==> src/rtl/cpu16_pkg.sv <==
// Shared constants for the 16-bit CPU control path: one-hot OP bit positions,
// sequencer state codes and the ALU_OP / PC_SEL / WB_SEL select encodings.
package cpu16_pkg;

  localparam int OP_W = 25;

  localparam int OP_LHI     = 0;
  localparam int OP_LLI     = 1;
  localparam int OP_LDR_IMM = 2;
  localparam int OP_LDR_REG = 3;
  localparam int OP_STR_IMM = 4;
  localparam int OP_STR_REG = 5;
  localparam int OP_ADD     = 6;
  localparam int OP_ADC     = 7;
  localparam int OP_SUB     = 8;
  localparam int OP_SBB     = 9;
  localparam int OP_CMP     = 10;
  localparam int OP_ADDI    = 11;
  localparam int OP_SUBI    = 12;
  localparam int OP_MOV     = 13;
  localparam int OP_BCC     = 14;
  localparam int OP_BCS     = 15;
  localparam int OP_BNE     = 16;
  localparam int OP_BEQ     = 17;
  localparam int OP_BAL     = 18;
  localparam int OP_JMP     = 19;
  localparam int OP_JAL_LBL = 20;
  localparam int OP_JAL_REG = 21;
  localparam int OP_JR      = 22;
  localparam int OP_OUTR    = 23;
  localparam int OP_HLT     = 24;

  localparam logic [2:0] ST_FETCH  = 3'd0;
  localparam logic [2:0] ST_DECODE = 3'd1;
  localparam logic [2:0] ST_EXEC   = 3'd2;
  localparam logic [2:0] ST_MEM    = 3'd3;
  localparam logic [2:0] ST_WB     = 3'd4;
  localparam logic [2:0] ST_HALT   = 3'd5;

  localparam logic [2:0] ALU_ADD   = 3'b000;
  localparam logic [2:0] ALU_ADC   = 3'b001;
  localparam logic [2:0] ALU_SUB   = 3'b010;
  localparam logic [2:0] ALU_SBB   = 3'b011;
  localparam logic [2:0] ALU_PASSB = 3'b100;

  localparam logic [1:0] PC_INC = 2'b00;
  localparam logic [1:0] PC_REL = 2'b01;
  localparam logic [1:0] PC_ABS = 2'b10;
  localparam logic [1:0] PC_REG = 2'b11;

  localparam logic [1:0] WB_ALU  = 2'b00;
  localparam logic [1:0] WB_MEM  = 2'b01;
  localparam logic [1:0] WB_LINK = 2'b10;
  localparam logic [1:0] WB_BYTE = 2'b11;

  // A decoded OP is only meaningful when exactly one bit is set.
  function automatic logic op_is_onehot(input logic [OP_W-1:0] op);
    logic seen;
    logic multi;
    seen  = 1'b0;
    multi = 1'b0;
    for (int i = 0; i < OP_W; i++) begin
      if (op[i]) begin
        multi = multi | seen;
        seen  = 1'b1;
      end
    end
    return seen & ~multi;
  endfunction

endpackage

==> src/rtl/br_cond16.sv <==
// Conditional-branch evaluation from the five branch OP bits (BCC..BAL)
// and the registered carry/zero flags.
module br_cond16 (
  input  logic [4:0] br_op,
  input  logic       flag_c,
  input  logic       flag_z,
  output logic       taken
);

  assign taken = (br_op[0] & ~flag_c) |
                 (br_op[1] &  flag_c) |
                 (br_op[2] & ~flag_z) |
                 (br_op[3] &  flag_z) |
                  br_op[4];

endmodule

==> src/rtl/ctrl_seq16.sv <==
// Multi-cycle control sequencer: FETCH/DECODE/EXEC/MEM/WB/HALT, with all
// strobes decoded from the current state, OP, flags and MEM_RDY.
module ctrl_seq16
  import cpu16_pkg::*;
(
  input  logic            CLK,
  input  logic            RST_N,
  input  logic [OP_W-1:0] OP,
  input  logic            FLAG_C,
  input  logic            FLAG_Z,
  input  logic            MEM_RDY,
  output logic            MEM_RD,
  output logic            MEM_WR,
  output logic            IR_LD,
  output logic            PC_LD,
  output logic            REG_WE,
  output logic            FLAG_WE,
  output logic            OUT_LD,
  output logic [2:0]      ALU_OP,
  output logic [1:0]      PC_SEL,
  output logic [1:0]      WB_SEL,
  output logic            ADDR_SEL,
  output logic            HALTED,
  output logic            ILLEGAL,
  output logic [2:0]      STATE
);

  logic [2:0] state_q, state_d;

  logic       legal, taken;
  logic       is_ldr, is_str, is_alu, is_flag_alu, is_byte, is_br, is_jal;
  logic [2:0] alu_dec;

  logic       mem_rd_c, mem_wr_c, addr_sel_c, ir_ld_c, pc_ld_c;
  logic       reg_we_c, flag_we_c, out_ld_c, illegal_c;
  logic [1:0] pc_sel_c, wb_sel_c;
  logic [2:0] alu_op_c;

  assign legal       = op_is_onehot(OP);
  assign is_ldr      = OP[OP_LDR_IMM] | OP[OP_LDR_REG];
  assign is_str      = OP[OP_STR_IMM] | OP[OP_STR_REG];
  assign is_flag_alu = OP[OP_ADD] | OP[OP_ADC] | OP[OP_SUB] | OP[OP_SBB] |
                       OP[OP_ADDI] | OP[OP_SUBI];
  assign is_alu      = is_flag_alu | OP[OP_MOV];
  assign is_byte     = OP[OP_LHI] | OP[OP_LLI];
  assign is_br       = |OP[OP_BAL:OP_BCC];
  assign is_jal      = OP[OP_JAL_LBL] | OP[OP_JAL_REG];

  br_cond16 u_br_cond (
    .br_op  (OP[OP_BAL:OP_BCC]),
    .flag_c (FLAG_C),
    .flag_z (FLAG_Z),
    .taken  (taken)
  );

  // ALU function is held through MEM/WB so the address/result stay stable.
  always_comb begin
    alu_dec = ALU_ADD;
    if (OP[OP_ADC])                            alu_dec = ALU_ADC;
    else if (OP[OP_SUB] | OP[OP_SUBI] | OP[OP_CMP]) alu_dec = ALU_SUB;
    else if (OP[OP_SBB])                       alu_dec = ALU_SBB;
    else if (OP[OP_MOV] | is_byte)             alu_dec = ALU_PASSB;
  end

  always_comb begin
    state_d    = state_q;
    mem_rd_c   = 1'b0;
    mem_wr_c   = 1'b0;
    addr_sel_c = 1'b0;
    ir_ld_c    = 1'b0;
    pc_ld_c    = 1'b0;
    reg_we_c   = 1'b0;
    flag_we_c  = 1'b0;
    out_ld_c   = 1'b0;
    illegal_c  = 1'b0;
    pc_sel_c   = PC_INC;
    wb_sel_c   = WB_ALU;
    alu_op_c   = ALU_ADD;
    case (state_q)
      ST_FETCH: begin
        mem_rd_c = 1'b1;
        if (MEM_RDY) begin
          ir_ld_c = 1'b1;
          pc_ld_c = 1'b1;
          state_d = ST_DECODE;
        end
      end
      ST_DECODE: state_d = ST_EXEC;
      ST_EXEC: begin
        alu_op_c = alu_dec;
        state_d  = ST_FETCH;
        if (!legal)                illegal_c = 1'b1;
        else if (is_alu | is_byte | is_jal) state_d = ST_WB;
        else if (OP[OP_CMP])       flag_we_c = 1'b1;
        else if (is_ldr | is_str)  state_d = ST_MEM;
        else if (is_br) begin
          pc_ld_c  = taken;
          pc_sel_c = PC_REL;
        end else if (OP[OP_JMP]) begin
          pc_ld_c  = 1'b1;
          pc_sel_c = PC_ABS;
        end else if (OP[OP_JR]) begin
          pc_ld_c  = 1'b1;
          pc_sel_c = PC_REG;
        end else if (OP[OP_OUTR])  out_ld_c = 1'b1;
        else if (OP[OP_HLT])       state_d = ST_HALT;
      end
      ST_MEM: begin
        alu_op_c   = alu_dec;
        addr_sel_c = 1'b1;
        mem_rd_c   = is_ldr;
        mem_wr_c   = ~is_ldr & is_str;
        if (MEM_RDY) state_d = is_ldr ? ST_WB : ST_FETCH;
      end
      ST_WB: begin
        alu_op_c = alu_dec;
        reg_we_c = 1'b1;
        state_d  = ST_FETCH;
        if (is_ldr) wb_sel_c = WB_MEM;
        else if (is_jal) begin
          wb_sel_c = WB_LINK;
          pc_ld_c  = 1'b1;
          pc_sel_c = OP[OP_JAL_REG] ? PC_REG : PC_ABS;
        end else if (is_byte) wb_sel_c = WB_BYTE;
        else begin
          wb_sel_c  = WB_ALU;
          flag_we_c = is_flag_alu;
        end
      end
      ST_HALT: state_d = ST_HALT;
      default: state_d = ST_FETCH;
    endcase
  end

  always_ff @(posedge CLK) begin
    if (!RST_N) state_q <= ST_FETCH;
    else        state_q <= state_d;
  end

  // Reset masks every request/strobe combinationally, so nothing leaks while RST_N is low.
  assign MEM_RD   = RST_N & mem_rd_c;
  assign MEM_WR   = RST_N & mem_wr_c;
  assign IR_LD    = RST_N & ir_ld_c;
  assign PC_LD    = RST_N & pc_ld_c;
  assign REG_WE   = RST_N & reg_we_c;
  assign FLAG_WE  = RST_N & flag_we_c;
  assign OUT_LD   = RST_N & out_ld_c;
  assign ILLEGAL  = RST_N & illegal_c;
  assign ADDR_SEL = addr_sel_c;
  assign PC_SEL   = pc_sel_c;
  assign WB_SEL   = wb_sel_c;
  assign ALU_OP   = alu_op_c;
  assign HALTED   = (state_q == ST_HALT);
  assign STATE    = state_q;

endmodule

==> config.mk <==
export PLATFORM = sky130hd
export DESIGN_NAME = ctrl_seq16
export DESIGN_NICKNAME = d
export VERILOG_FILES = /design/src/rtl/cpu16_pkg.sv /design/src/rtl/br_cond16.sv /design/src/rtl/ctrl_seq16.sv
export SDC_FILE = /design/constraint.sdc
export NUM_CORES = 1
export LEC_CHECK = 0
export CORE_AREA = 2 2 58 49
export DETAILED_ROUTE_END_ITERATION = 10
export DIE_AREA = 0 0 60 51
export GPL_TIMING_DRIVEN = 1
export PLACE_DENSITY = 0.78
export SLEW_MARGIN = 20
export SYNTH_ARGS = -nofsm -noshare
export SYNTH_HDL_FRONTEND = slang
export SYNTH_SLANG_ARGS = --single-unit
==> constraint.sdc <==
create_clock -name CLK -period 3.9 [get_ports CLK]
set_clock_uncertainty 0.05 [all_clocks]
set_input_delay 0.78 -clock CLK [delete_from_list [all_inputs] [get_ports CLK]]
set_output_delay 0.78 -clock CLK [all_outputs]
set_load 0.005 [all_outputs]
* Yosys cells after proc, flatten, opt, wreduce, memory -nomap -nowiden
Cells that the tools add are included. W data, S select, Z words.
Storage, ports and cells: bits in registers 3, input port bits 30, output and inout bits 20
Operators by class: equal/unequal tests 7, multiplexer cells 116, bitwise gates (word level) 61, reductions and logical operators 4
Operator list (count):
- $mux W1 | 81
- $mux W3 | 17
- $or A1 B1 Y1 | 43
- $mux W2 | 13
- $pmux W3 S5 | 1
- $and A1 B1 Y1 | 14
- $eq A3 B2 Y1 const B | 2
- $eq A3 B3 Y1 const B | 2
- $reduce_or A5 Y1 | 1
- $ne A2 B2 Y1 const B | 2
- $not A1 Y1 | 4
- $pmux W1 S2 | 2
- $pmux W2 S2 | 1
- $eq A3 B1 Y1 const B | 1
- $logic_not A3 Y1 | 1
- $pmux W1 S3 | 1
- $reduce_or A3 Y1 | 1
- $reduce_and A2 Y1 | 1

* Longest topological paths before layout
Gate-level depths: netlist of run 1.
depth in word-level cells 53, depth in mapped cells 8, gate-level depth less buffers 6

* Modules after synthesis
A second synthesis of run 1 with hierarchy kept.
Unflattened totals: cell total of the unflattened synthesis 137, area total of the unflattened synthesis 892.1 um^2
Modules (own cells, without submodules):
- ctrl_seq16 | instances 1, cells each 134, area an instance 864.6 um^2
- br_cond16 | instances 1, cells each 3, area an instance 27.5 um^2

* Worst setup path before layout of run 1
OpenSTA, ideal clock, no wires.
path kind input port to output port, from input OP[5], to output PC_LD, arrival time 2622 ps, data required time 3070 ps, setup slack 448 ps, cell stages on the path 7, cell sequence nor2_1 nand4_4 o41ai_2 a21oi_1 or3_1 buf_6 o41ai_2
Between the ends: cells in the longest elaborated chain, start to end 44, elaborated cells on any way between the ends 69, classes of those cells mux (45); bitwise (24)
RTL lines:
- start: declaration | line ctrl_seq16.sv:8 | input logic [OP_W-1:0] OP,
- $mux W1 | line cpu16_pkg.sv:63 | if (op[i]) begin
- $or A1 B1 Y1 | line cpu16_pkg.sv:64 | multi = multi | seen;
- $mux W1 | line cpu16_pkg.sv:63
- $or A1 B1 Y1 | line cpu16_pkg.sv:64
- $mux W1 | line cpu16_pkg.sv:63
- $or A1 B1 Y1 | line cpu16_pkg.sv:64
- $mux W1 | line cpu16_pkg.sv:63
- $or A1 B1 Y1 | line cpu16_pkg.sv:64
- [28 not listed]
- $mux W1 | line cpu16_pkg.sv:63
- $or A1 B1 Y1 | line cpu16_pkg.sv:64
- $mux W1 | line cpu16_pkg.sv:63
- $not A1 Y1 | line cpu16_pkg.sv:68 | return seen & ~multi;
- $and A1 B1 Y1 | line cpu16_pkg.sv:68
- $mux W1 (*) | line ctrl_seq16.sv:92 | if (!legal) illegal_c = 1'b1;
- $pmux W1 S3 (*) | line ctrl_seq16.sv:79 | case (state_q)
- $and A1 B1 Y1 (*) | line ctrl_seq16.sv:144 | assign PC_LD = RST_N & pc_ld_c;
- end: declaration | line ctrl_seq16.sv:15 | output logic PC_LD,
Every way passes the cells marked *; elsewhere a longest branch is shown, timed or not.

* Final worst setup path of run 1
from input OP[19], to output PC_LD
Between the ends: cells in the longest elaborated chain, start to end 16, elaborated cells on any way between the ends 27, classes of those cells mux (19); bitwise (8)
RTL lines (line):
- $mux W1 | cpu16_pkg.sv:63
- $or A1 B1 Y1 | cpu16_pkg.sv:64
- $mux W1 | cpu16_pkg.sv:63
- $or A1 B1 Y1 | cpu16_pkg.sv:64
- $mux W1 | cpu16_pkg.sv:63
- $or A1 B1 Y1 | cpu16_pkg.sv:64
- $mux W1 | cpu16_pkg.sv:63
- $or A1 B1 Y1 | cpu16_pkg.sv:64
- $mux W1 | cpu16_pkg.sv:63
- $or A1 B1 Y1 | cpu16_pkg.sv:64
- $mux W1 | cpu16_pkg.sv:63
- $not A1 Y1 | cpu16_pkg.sv:68
- $and A1 B1 Y1 | cpu16_pkg.sv:68
- $mux W1 (*) | ctrl_seq16.sv:92
- $pmux W1 S3 (*) | ctrl_seq16.sv:79
- $and A1 B1 Y1 (*) | ctrl_seq16.sv:144
Marked as above.

==> results of run 1 <==
## synthesized netlist by cell type (2+ instances only)
master	count
a2111oi_0	2
a211oi_1	3
a21o_1	2
a21oi_1	6
a22oi_1	3
and3_1	2
clkbuf_1	4
dfxtp_1	3
inv_1	4
nand2_1	13
nand2b_1	4
nand3_1	8
nand4_1	3
nand4b_1	2
nor2_1	19
nor3_1	10
nor4_1	3
nor4_4	3
o211ai_1	3
o21a_1	3
o21ai_0	7
o31ai_1	5
o32ai_1	2
o41ai_2	4
or3_1	4
## per-layer routing
| metal | vias up | track usage, % |
|---|---|---|
| li1 | 743 | - |
| met1 | 765 | 34.3 |
| met2 | 128 | 50.7 |
| met3 | 21 | 4.30 |
| met4 | 0 | 7.04 |
| met5 | - | 0 |
## tightest hold or removal path: cells and delay by family, from the launching register on
kind | cells | cell delay (ns)
AO/OA/AOI/OAI | 2 | 0.21
flip-flops | 1 | 0.40
## how the worst min path moves through the flow
stage	from	endpoint	slack, ns	depth (start not counted)
after global placement	STATE[0]	STATE[1]	0.58	2
after floorplan	STATE[1]	STATE[0]	0.55	3
after CTS	STATE[0]	STATE[1]	0.61	2
final	STATE[0]	STATE[1]	0.63	2
after detailed placement	STATE[0]	STATE[1]	0.59	2
after global routing	STATE[1]	STATE[0]	0.66	3
## kinds of logic after synthesis
kind of cell | after synthesis | synth area share (%)
adders and majority gates | 1 | 1.08
muxes | 1 | 1.21
DFF | 3 | 6.47
buffers and inverters | 9 | 4.45
and+or+nand+nor | 77 | 48.7
AOI/OAI and AO/OA | 45 | 38.1
## placed cells by master, fill, tap and decap left out, drive strengths merged, types with 2 or more instances in the layout
cell type / count
buf: 53
clkdlybuf4s50: 27
nor2: 19
nand2: 13
dlygate4sd2: 13
nor3: 10
nand3: 8
o21ai: 7
a21oi: 6
nor4: 6
clkbuf: 6
clkdlybuf4s15: 5
o31ai: 5
nand2b: 4
inv: 4
nand4: 4
o41ai: 4
or3: 4
dfxtp: 3
o21a: 3
o211ai: 3
a22oi: 3
a211oi: 3
nand4b: 2
and3: 2
a2111oi: 2
a21o: 2
o32ai: 2
## timing repair
action | in CTS | in global routing
hold buffers | 0 | 0
pin swaps | 11 | 11
setup endpoints to repair | 6 | 5
gates resized for setup | 39 | 21
gates cloned | 0 | 0
buffers inserted | 8 | 2
## power by group through the flow
| stage | Combinational, mW | Sequential [mW] | Clock (mW) |
|---|---|---|---|
| after floorplan | 0.0400 | 0.0337 | 0 |
| final | 0.133 | 0.0350 | 0.0622 |
| after CTS | 0.123 | 0.0347 | 0.0621 |
| after global placement | 0.121 | 0.0351 | 0 |
| after global routing | 0.140 | 0.0353 | 0.0637 |
| after detailed placement | 0.124 | 0.0353 | 0 |
## through the flow
step                std cells  setup WS [ns]  hold WS, ns  instance area (sq um)
finish                    273         0.0182        0.635                   1940
global route              273        -0.0170        0.657                   1940
CTS                       271        -0.0232        0.608                   1870
detailed placement        259         -0.616        0.594                   1750
global placement          259         -0.554        0.582                   1750
floorplan                 136          0.448        0.546                    928
## layout make-up
class / count / area, sq um / area share (%)
sequential: 3 / 60.1 / 3.10
tap: 38 / 47.5 / 2.45
clock buffer: 4 / 26.3 / 1.35
inverter: 4 / 15.0 / 0.774
multi-input combinational: 124 / 946 / 48.8
timing repair buffer: 100 / 845 / 43.5
==> results.json, run 1 <==
{
  "post-dp-hpwl_mm": 3.10,
  "tightestPinTransition_ns": 0.604,
  "p_int_uw": 140,
  "diodes": 0,
  "avgRoutedWirePerCell_um": 16.7,
  "ys_ff_latch": 3,
  "synth_area_sq_um": 928,
  "first_global_vias": 1542,
  "gp_congestion": 0.948,
  "maxSlewViolCount": 0,
  "timing.rr.start": "STATE[0]",
  "vias_per_cell": 6.07,
  "dieArea_sq_um": 3060,
  "drt-total-wl_mm": 4.56,
  "start_util_pct": 36.1,
  "fillers": 187,
  "ys.flop_type": "dfxtp_1",
  "cpPeakStageDelay_ns": 0.61,
  "cpMaxStageDelayCell": "clkdlybuf4s50_1",
  "status": "complete, no violations",
  "drive_above_1_share_pct": 34.9,
  "setup_violations": 0,
  "via_count": 1657,
  "drtAntennaViolNets": 0,
  "swShare_pct": 39.0,
  "cp-endpoint": "PC_LD",
  "yosysUniqueCellTypes": 39,
  "min_path_type": "register to register",
  "synth_area_leaders": "nor2_1 7.7%, o41ai_2 7.0%, nor4_4 6.9%, dfxtp_1 6.5%, nor3_1 5.4%",
  "power.density_nw_per_um2": 118,
  "tritoncts": "built",
  "utilization_pct": 75.4,
  "path_depth": 8,
  "switchingPower_uw": 89.6,
  "final-hold-violation-count": 0,
  "maxSlewHeadroom_pct": 59.7,
  "root_buffer": "clkbuf_4",
  "worstSetupStartpoint": "OP[19]",
  "leakagePower_nw": 0.794,
  "regToRegEndpoint": "STATE[0]",
  "met1_length_mm": 1.76,
  "coreArea_sq_um": 2570,
  "worstPathMaxFanout": 8,
  "power.share.clock_pct": 27.1,
  "synth_fp_nets": 166,
  "firstDrtPassIters": 5,
  "synth-warning-count": 0,
  "max_freq_mhz": 258,
  "htreeDepth": 1,
  "wl_met2_mm": 2.20,
  "numCtsBuffers": 3,
  "portBuffers": 49,
  "cts_buffer_depth": 2,
  "r2r_setup_slack_ns": 2.19,
  "cp.arrival_ns": 3.05,
  "yosys.area.top_type": "nor2_1",
  "critPathBufInv": 2,
  "synth-async-reset-ratio_pct": 0,
  "synth_top_area_share_pct": 7.68,
  "cp-start-kind": "input port",
  "seq_power_share_pct": 15.2,
  "rows": 17,
  "comb_power_share_pct": 57.7,
  "path_delay_family": "simple AND/OR/NAND/NOR gates",
  "maxCapViolCount": 0,
  "grt_pass1_wl_mm": 6.76,
  "dieHeight_um": 51,
  "die_x_um": 60,
  "top_layer": "met4",
  "worstSkewPairLatency_ns": 0.25,
  "grtUsageTotal_pct": 28.2,
  "largest_reg_flops": 3,
  "finalSetupTns_ns": 0,
  "num_io_pins": 50,
  "grt_max_degree": 17,
  "total_power_uw": 230,
  "end_kind": "output pin",
  "post-route-period-util_pct": 99.5,
  "cts_sinks": 3,
  "synthCells": 136,
  "grt_antenna_before_repair": 0,
  "period_minus_slack_ns": 3.88,
  "reg2reg_depth": 5,
  "route.met3.wl_um": 497,
  "synth-edff-count": 0,
  "ir_worst_vdd_v": 0.000152,
  "first_iter_violations": 127,
  "grt_overflow": 0,
  "critical_path.cell_chain": "clkdlybuf4s50_1, nor2_1, nand4b_1, a211oi_2, a21oi_2, or3_4, o41ai_4, buf_2",
  "clk_pin_slew_worst_paths_ns": 0.05,
  "path_class": "input port to output pin",
  "synth_area_per_cell_sq_um": 6.83,
  "drc": 0,
  "ys_seq_area_share_pct": 6.47,
  "crit_required_ns": 3.07,
  "area_delta_synth_final_pct": 109,
  "nNetsFinal": 266
}
(Power assumes the default switching activity.)
==> run 2, diff against run 1 <==
--- a/config.mk
+++ b/config.mk
@@ -10,7 +10,7 @@
 export DIE_AREA = 0 0 60 51
 export GPL_TIMING_DRIVEN = 1
 export PLACE_DENSITY = 0.78
-export SLEW_MARGIN = 20
+export SLEW_MARGIN = 40
 export SYNTH_ARGS = -nofsm -noshare
 export SYNTH_HDL_FRONTEND = slang
 export SYNTH_SLANG_ARGS = --single-unit
==> results of run 2 <==
The final DEF is identical to that of run 1; final timing and power are the same.
==> RTL edit: new RTL, settings of run 1 <==
The package constant `OP_W` goes from 25 to 29.
--- a/src/rtl/cpu16_pkg.sv
+++ b/src/rtl/cpu16_pkg.sv
@@ -2,7 +2,7 @@
 // sequencer state codes and the ALU_OP / PC_SEL / WB_SEL select encodings.
 package cpu16_pkg;
 
-  localparam int OP_W = 25;
+  localparam int OP_W = 29;
 
   localparam int OP_LHI     = 0;
   localparam int OP_LLI     = 1;
Interface: changed (resized OP); port bits go from 50 to 54. No check against the original RTL was run, so the function may have changed too.
==> RTL edit against run 1 <==
  * Cell area increased by 4.0%
  * Count of clock-buffer cells in the layout unchanged
  * Critical endpoint is now FLAG_WE
  * Routed wire length increased by 3.8%
  * Synthesized area increased by 3.1%
  * Critical path depth increased by 1
  * Non-clock buffer count increased by 9
  * Sequential cell count unchanged
  * Worst setup slack improved by 0.035 ns
  * Power increased by 2.7%
==> RTL edit: results (changes against run 1) <==
| Metric | Value |
|---|---|
| Synthesis warning total | `0 (unchanged)` |
| Cell family with most CP delay | `compound AO/OA/AOI/OAI gates` |
| Proportion of synthesized flip-flops having asynchronous set or reset | `0% (unchanged)` |
| Pre-Repair DR Iteration Count | `6 (+1)` |
| Initial antenna violation count | `0 (unchanged)` |
| Worst setup timing slack at the placement stage | `-0.817 ns (-0.202 ns)` |
| Global-route usage over all layers | `30.6% (+2.5 points)` |
| Maximum number of pins on one net before global-route repair | `12 (-5)` |
| Average wire per cell in the routed design | `16.3 µm (-2.2%)` |
| Post-synthesis sequential area ratio | `6.27% (-0.19 points)` |
| Wire length of the first global-routing pass | `7360 µm (+9.0%)` |
| Number of nets produced by synthesis | `180 (+8.4%)` |
| Cell variety after synth | `49 (+26%)` |
| Number of instances on the worst hold path | `1 (-1)` |
| CP max stage cell | `a2111o_1` |
| Setup crit start | `OP[2]` |
| Count of input and output buffers | `53 (+8.2%)` |
| Leading post-synthesis cells by instance count | `nor2_1 (15), nand2_1 (14), o21ai_0 (12)` |
| NumNets Final | `287 (+7.9%)` |
| Actual slew at the worst max-slew pin | `0.461 ns (-0.143 ns)` |
| Worst supply voltage drop on vdd | `0.0606 mV (-60%)` |
| Arrival time at the worst endpoint | `3.02 ns (-0.03 ns)` |
| Post-DP Area | `1870 µm² (+6.9%)` |
| Clock latency of the later-clocked register in the worst-skew pair | `0.25 ns (about the same)` |
| DR vias | `1712 (+3.3%)` |
| Worst R2R Path Depth | `7 (+2)` |
| Source of the worst hold timing path | `STATE[2]` |
| Dominant cells by area after synthesis | `dfxtp_1 (6.3%), o21ai_0 (6.3%), nor2_1 (5.9%), nor4_1 (5.9%), nand2_1 (5.5%)` |
| Final weighted congestion of routability-driven global placement | `0.885 (-6.6%)` |
| Leakage power | `0.863 nW (+8.7%)` |
| Worst-case clock buffer depth | `2 (unchanged)` |
| First-iteration detailed-routing DRC count | `119 (-6.3%)` |
| Ratio of cells with drive above 1 in the final layout | `40.9% (+6.0 points)` |
| Flip-flop count of the largest register, all copies and words added | `3 (unchanged)` |
| Worst Path Max Fanout | `5 (-3)` |
| HPWL after detailed placement | `3430 µm (+11%)` |
| Worst stage delay on the critical path | `0.43 ns (-0.18 ns)` |
| Clock root cell | `clkbuf_4` |
| Result of the run | `finished, final reports clean` |
-- RTL edit: changes by cell type in the layout (fill, tap and decap cells not counted), sizes merged, moves of 4 or more --
cell,before,now
buf,53,64
clkdlybuf4s50,27,20
o21ai,7,12
nor4,6,10
nor2,19,15
o31ai,5,0
-- RTL edit: cell families (layout without fill, tap and decap cells) --
family	after synthesis	after routing	synth area share, %
and+or+nand+nor	84	84	49.8
AOI/OAI and AO/OA	42	42	34.1
buffers and inverters	14	120	6.41
DFF	3	3	6.27
muxes	2	2	2.35
adders and majority gates	1	1	1.05
-- RTL edit: metal layers --
layer | vias up | part of all wire [%] | GRT usage [%]
li1 | 796 | - | -
met1 | 777 | 40 | 36.2
met2 | 119 | 48 | 56.3
met3 | 20 | 10 | 5.06
met4 | 0 | 2.4 | 7.41
met5 | - | 0 | 0
-- RTL edit: power by group --
group | total, mW | switching (mW) | leakage [nW] | internal, mW
sequential | 0.0353 | 0.00341 | 0.0245 | 0.0319
combinational | 0.138 | 0.0629 | 0.824 | 0.0752
clock | 0.0625 | 0.0237 | 0.0150 | 0.0389
-- RTL edit: area by class of cell --
type / count / area, µm²
repair buffers: 109 / 890
well taps: 38 / 47.5
flip-flops and latches: 3 / 60.1
fillers: 190 / 557
inverters: 7 / 26.3
multi-input cells: 129 / 967
clock buffers: 4 / 26.3
-- RTL edit: worst paths after layout --
path	to	slack, ns
max	FLAG_WE	0.05
min	STATE[0]	0.66
max reg2reg	STATE[0]	2.28
min reg2reg	STATE[0]	0.66
-- RTL edit: timing repair --
action | 4_1_cts | 5_1_grt
gates resized for setup | 85 | 15
endpoints found under the setup margin | 6 | 6
hold endpoints to repair | 0 | 0
buffers inserted | 5 | 2
pin swaps | 18 | 12
-- RTL edit: per-stage QoR --
stage / setup TNS [ns] / cells / util (%)
global route: -0.0101 / 290 / 78.4
floorplan: 0 / 146 / -
CTS: -0.0413 / 288 / 76.5
global placement: -4.02 / 279 / 72.6
detailed placement: -4.57 / 279 / 72.6
finish: 0 / 290 / 78.4
